--- config.mk ---
export PLATFORM = sky130hd
export DESIGN_NAME = mux4_scan_ctrl
export DESIGN_NICKNAME = d
export VERILOG_FILES = /design/src/rtl/mux4_pkg.sv /design/src/rtl/mux4_scan_tick.sv /design/src/rtl/mux4_scan_ctrl.sv
export SDC_FILE = /design/constraint.sdc
export NUM_CORES = 1
export LEC_CHECK = 0
export ABC_AREA = 1
export CORE_UTILIZATION = 30
export CTS_CLUSTER_DIAMETER = 60
export DETAILED_ROUTE_END_ITERATION = 10
export GPL_TIMING_DRIVEN = 0
export REMOVE_ABC_BUFFERS = 1
export SETUP_SLACK_MARGIN = 0.4
export SLEW_MARGIN = 10
export SYNTH_ARGS = -nofsm -noshare
export SYNTH_HDL_FRONTEND = slang
export SYNTH_SLANG_ARGS = --single-unit
--- constraint.sdc ---
create_clock -name clk -period 4.48 [get_ports clk]
set_clock_uncertainty 0.2 [all_clocks]
set_input_delay 0.448 -clock clk [delete_from_list [all_inputs] [get_ports clk]]
set_output_delay 0.448 -clock clk [all_outputs]
set_load 0.005 [all_outputs]
--- src/rtl/mux4_pkg.sv ---
// Shared constants and FSM state encoding for the mux4 scan controller.
// Select/data widths are tied to the 4:1 mux and are not meant to be overridden.
package mux4_pkg;

    localparam int SEL_W = 2;
    localparam int DW    = 4;

    typedef enum logic [1:0] {
        IDLE = 2'd0,
        RUN  = 2'd1,
        DONE = 2'd2
    } state_e;

endpackage

--- src/rtl/mux4_scan_tick.sv ---
// DIV prescaler: tick is high on the last clock of each select step.
// Held at zero while clr is high so every scan starts on a fresh step boundary.
module mux4_scan_tick #(
    parameter int unsigned DIV = 4
) (
    input  logic clk,
    input  logic rst,
    input  logic clr,
    output logic tick
);

    localparam logic [7:0] LAST = 8'(DIV - 1);

    logic [7:0] cnt_q;
    logic [7:0] cnt_d;

    assign tick = (cnt_q == LAST);

    always_comb begin
        cnt_d = cnt_q + 8'd1;
        if (clr || tick) begin
            cnt_d = 8'd0;
        end
    end

    always_ff @(posedge clk) begin
        if (rst) begin
            cnt_q <= 8'd0;
        end else begin
            cnt_q <= cnt_d;
        end
    end

endmodule

--- src/rtl/mux4_scan_ctrl.sv ---
// Drives a 4:1 mux with a captured word, walks the select 0..3 one step per DIV clocks
// and samples the mux output back into a serial stream, a rebuilt word and an error flag.
module mux4_scan_ctrl
    import mux4_pkg::*;
#(
    parameter int unsigned DIV = 4
) (
    input  logic             clk,
    input  logic             rst,
    input  logic             start,
    input  logic [DW-1:0]    din,
    output logic             ready,
    output logic [SEL_W-1:0] a,
    output logic [DW-1:0]    d,
    input  logic             y_in,
    output logic             ser_out,
    output logic             ser_valid,
    output logic [DW-1:0]    rdata,
    output logic             done,
    output logic             err
);

    state_e             state_q, state_d;
    logic [SEL_W-1:0]   a_q, a_d;
    logic [DW-1:0]      d_q, d_d;
    logic [DW-1:0]      rdata_q, rdata_d;
    logic               ser_q, ser_d;
    logic               sv_q, sv_d;
    logic               err_q, err_d;
    logic               tick;
    logic               clr;

    assign clr = (state_q != RUN);

    mux4_scan_tick #(
        .DIV (DIV)
    ) u_tick (
        .clk  (clk),
        .rst  (rst),
        .clr  (clr),
        .tick (tick)
    );

    always_comb begin
        state_d = state_q;
        a_d     = a_q;
        d_d     = d_q;
        rdata_d = rdata_q;
        ser_d   = ser_q;
        sv_d    = 1'b0;
        err_d   = err_q;

        case (state_q)
            IDLE: begin
                if (start) begin
                    d_d     = din;
                    a_d     = '0;
                    rdata_d = '0;
                    err_d   = 1'b0;
                    state_d = RUN;
                end
            end
            RUN: begin
                if (tick) begin
                    rdata_d[a_q] = y_in;
                    ser_d        = y_in;
                    sv_d         = 1'b1;
                    // err is judged on the word including the final sample so it is valid alongside done
                    if (a_q == SEL_W'(DW - 1)) begin
                        err_d   = (rdata_d != d_q);
                        state_d = DONE;
                    end else begin
                        a_d = a_q + SEL_W'(1);
                    end
                end
            end
            DONE: begin
                state_d = IDLE;
            end
            default: begin
                state_d = IDLE;
            end
        endcase
    end

    always_ff @(posedge clk) begin
        if (rst) begin
            state_q <= IDLE;
            a_q     <= '0;
            d_q     <= '0;
            rdata_q <= '0;
            ser_q   <= 1'b0;
            sv_q    <= 1'b0;
            err_q   <= 1'b0;
        end else begin
            state_q <= state_d;
            a_q     <= a_d;
            d_q     <= d_d;
            rdata_q <= rdata_d;
            ser_q   <= ser_d;
            sv_q    <= sv_d;
            err_q   <= err_d;
        end
    end

    assign ready     = (state_q == IDLE);
    assign done      = (state_q == DONE);
    assign a         = a_q;
    assign d         = d_q;
    assign rdata     = rdata_q;
    assign ser_out   = ser_q;
    assign ser_valid = sv_q;
    assign err       = err_q;

endmodule

==> flow_metrics.env <==
export IMPL_hold_buffers=0
export IMPL_cts_num_sinks=23
export IMPL_cpPeakStageDelay_ps=520
export IMPL_vias_per_cell=4.34
export IMPL_power_density_mw_per_mm2=276
export IMPL_crit_slowest_cell="clkdlybuf4s50_1"
export IMPL_dp_hpwl_mm=1.86
export IMPL_cts_resized=0
export IMPL_required_ps=3830
export IMPL_root_buffer="clkbuf_8"
export IMPL_vias=1058
export IMPL_final_common_cell="nand2_1"
export IMPL_met1_usage_pct=18.4
export IMPL_p_clk_share_pct=31.8
export IMPL_globalRouteOverflowTotal=0
export IMPL_most_common_layout_cells="nand2_1, nor2_1, dfxtp_1"
export IMPL_portBuffers=22
export IMPL_grt_busiest_layer="met2"
export IMPL_worstSkewPairLatency_ps=270
export IMPL_gp_congestion=0.796
export IMPL_clkTransAtPathRegs_ps=80
export IMPL_ant_nets=0
export IMPL_drc=0
export IMPL_grt_pass1_wl_mm=4.31
export IMPL_fp_dieH_um=65.7
export IMPL_outcome="finished clean"
export IMPL_hold_viol=0
export IMPL_relSlewSlack_pct=70.8
export IMPL_cts_tree="done"
export IMPL_die_w_um=65.7
export IMPL_cp_end_kind="output pin"
export IMPL_fin_setup_tns_ps=0
export IMPL_grt_use_met2_pct=18.8
export IMPL_maxCapViolations=0
export IMPL_worst_setup_path_type="flop to output pin"
export IMPL_worstMarginPinSlew_ps=437
export IMPL_ys_ff_latch=23
export IMPL_finalNetCount=210
export IMPL_dr_pass1_iters=4
export IMPL_grt_pass1_vias=972
export IMPL_core_area_mm2=0.00377
export IMPL_avgSynthCellArea_um2=7.07
export IMPL_synth_seq_area_share_pct=37.9
export IMPL_seqCellArea_um2=460
export IMPL_finalSetupViolations=0
export IMPL_met3_usage_pct=1.74
export IMPL_postCtsSetupRepairBufs=0
export IMPL_sw_frac_of_total_pct=27.3
export IMPL_cp_start_kind="flop"
export IMPL_fill_cells=409
export IMPL_initial_utilization_pct=32.2
export IMPL_antenna_found_initial=0
export IMPL_maxSlewViolCount=0
export IMPL_cts_made_buffers=3
export IMPL_multiInputGateArea_um2=632
export IMPL_ios=23
export IMPL_fp_dieArea_mm2=0.00431
export IMPL_power_leakage_nw=0.644
export IMPL_period_needed_ps=2020
export IMPL_finalCritPeriodShare_pct=45.1
export IMPL_seq_power_share_pct=52.0
export IMPL_cts_htree_levels=1
export IMPL_crit_chain="nor2_2, clkdlybuf4s50_1"
export IMPL_switchingPower_uw=115
export IMPL_hold_path_class="flop to flop"
export IMPL_max_freq_ghz=0.495
export IMPL_netlist_cell_type_count=23
export IMPL_fin_util_pct=40.5
export IMPL_syn_cell_area_mm2=0.00122
export IMPL_antenna_cells=0
export IMPL_vdd_drop_max_mv=0.110
export IMPL_yosysWarningCount=0
export IMPL_drive_gt1_share_pct=12.2
export IMPL_row_count=22
export IMPL_synthCells=172
export IMPL_wl_per_cell_um=9.94
export IMPL_grt_max_degree=14
export IMPL_grt_util_all_layers_pct=12.9
export IMPL_cp_max_fo=5
export IMPL_crit_arrival_ps=1370
export IMPL_drt_total_wl_mm=2.43
export IMPL_drtIter0Drc=41
export IMPL_synthToLayoutAreaGrowth_pct=25.5
export IMPL_p_int_uw=306
export IMPL_max_clock_path_buffers=2
export IMPL_rsz0062_at_grt="false"
export IMPL_p_comb_share_pct=16.2
[logic make-up after synthesis]
group | count (synthesis) | synth area share (%)
XOR/XNOR | 4 | 2.88
AND/OR/NAND/NOR | 85 | 33.0
flip-flops | 23 | 37.9
adder cells (fa/ha/maj) | 5 | 5.14
buffers and inverters | 30 | 10.2
AO/OA/AOI/OAI | 25 | 10.9
[final timing paths]
check | from | endpoint | slack [ps] | cells past startpoint
min | u_tick.cnt_q[0]$_SDFF_PP0_ | u_tick.cnt_q[0]$_SDFF_PP0_ | 250 | 1
max | state_q[0]$_SDFFE_PP0P_ | ready | 2460 | 2
min reg2reg | u_tick.cnt_q[0]$_SDFF_PP0_ | u_tick.cnt_q[0]$_SDFF_PP0_ | 250 | 1
max reg2reg | a[0]$_SDFFE_PP0P_ | err$_SDFFE_PP0P_ | 2770 | 11
[critical path, delay by kind of cell (launching register included)]
kind                   cells  cell delay, ps
and+or+nand+nor            1             200
buffers and inverters      1             520
DFF                        1             390
[routing by layer]
layer  vias up  part of all wire [%]
li1        582                     -
met1       450                    54
met2        21                    41
met3         5                   3.3
met4         0                   2.3
met5         -                     0
[synthesized netlist by cell type]
| cell | instances | share of area, % |
|---|---|---|
| xor2_1 | 4 | 2.9 |
| dfxtp_1 | 23 | 38 |
| nor3_4 | 1 | 1.3 |
| nor2_2 | 3 | 1.5 |
| nand2_4 | 3 | 2.8 |
| a21oi_1 | 10 | 4.1 |
| buf_6 | 1 | 0.93 |
| clkbuf_2 | 1 | 0.41 |
| nand2_2 | 6 | 3.1 |
| nand4_1 | 2 | 1.0 |
| ha_1 | 5 | 5.1 |
| or2_1 | 1 | 0.51 |
| nor3_1 | 1 | 0.41 |
| nor2_1 | 28 | 8.6 |
| inv_4 | 1 | 0.51 |
| nand2_1 | 31 | 9.6 |
| nor3_2 | 1 | 0.82 |
| o211ai_1 | 3 | 1.9 |
| inv_1 | 22 | 6.8 |
| nand3_1 | 8 | 3.3 |
| inv_2 | 5 | 1.5 |
| o21ai_0 | 3 | 1.2 |
| o21ai_1 | 9 | 3.7 |
[power groups by stage]
stage / clock network (mW) / logic (mW) / registers, mW
6_report: 0.134 / 0.0682 / 0.219
2_1_floorplan: 0 / 0.0394 / 0.224
3_5_place_dp: 0 / 0.0687 / 0.224
5_1_grt: 0.142 / 0.0778 / 0.220
4_1_cts: 0.138 / 0.0690 / 0.219
3_3_place_gp: 0 / 0.0690 / 0.224
[layout make-up]
cell class	count	share of cell area, %
clock buffers	3	2.70
clock inverters	1	0.328
inverters	28	7.05
multi-input cells	119	41.4
flip-flops and latches	23	30.2
well taps	48	3.93
repair buffers	22	14.4
[registers in the layout, summed over array words and instances, names as in the netlist]
register      count
rdata             4
d                 4
u_tick.cnt_q      8
state_q           2
ser_valid         1
a                 2
err               1
ser_out           1
[stage by stage]
stage          hold slack, ps  power (mW)  std cells  worst slack, ps  instance area [µm²]
4_1_cts                   253       0.426        244             2450                 1530
5_1_grt                   309       0.440        244             2390                 1530
3_3_place_gp              229       0.293        240             2530                 1480
6_report                  254       0.422        244             2460                 1530
2_1_floorplan             218       0.263        170             2940                 1200
3_5_place_dp              235       0.293        240             2550                 1480
(Power assumes the default switching activity.)
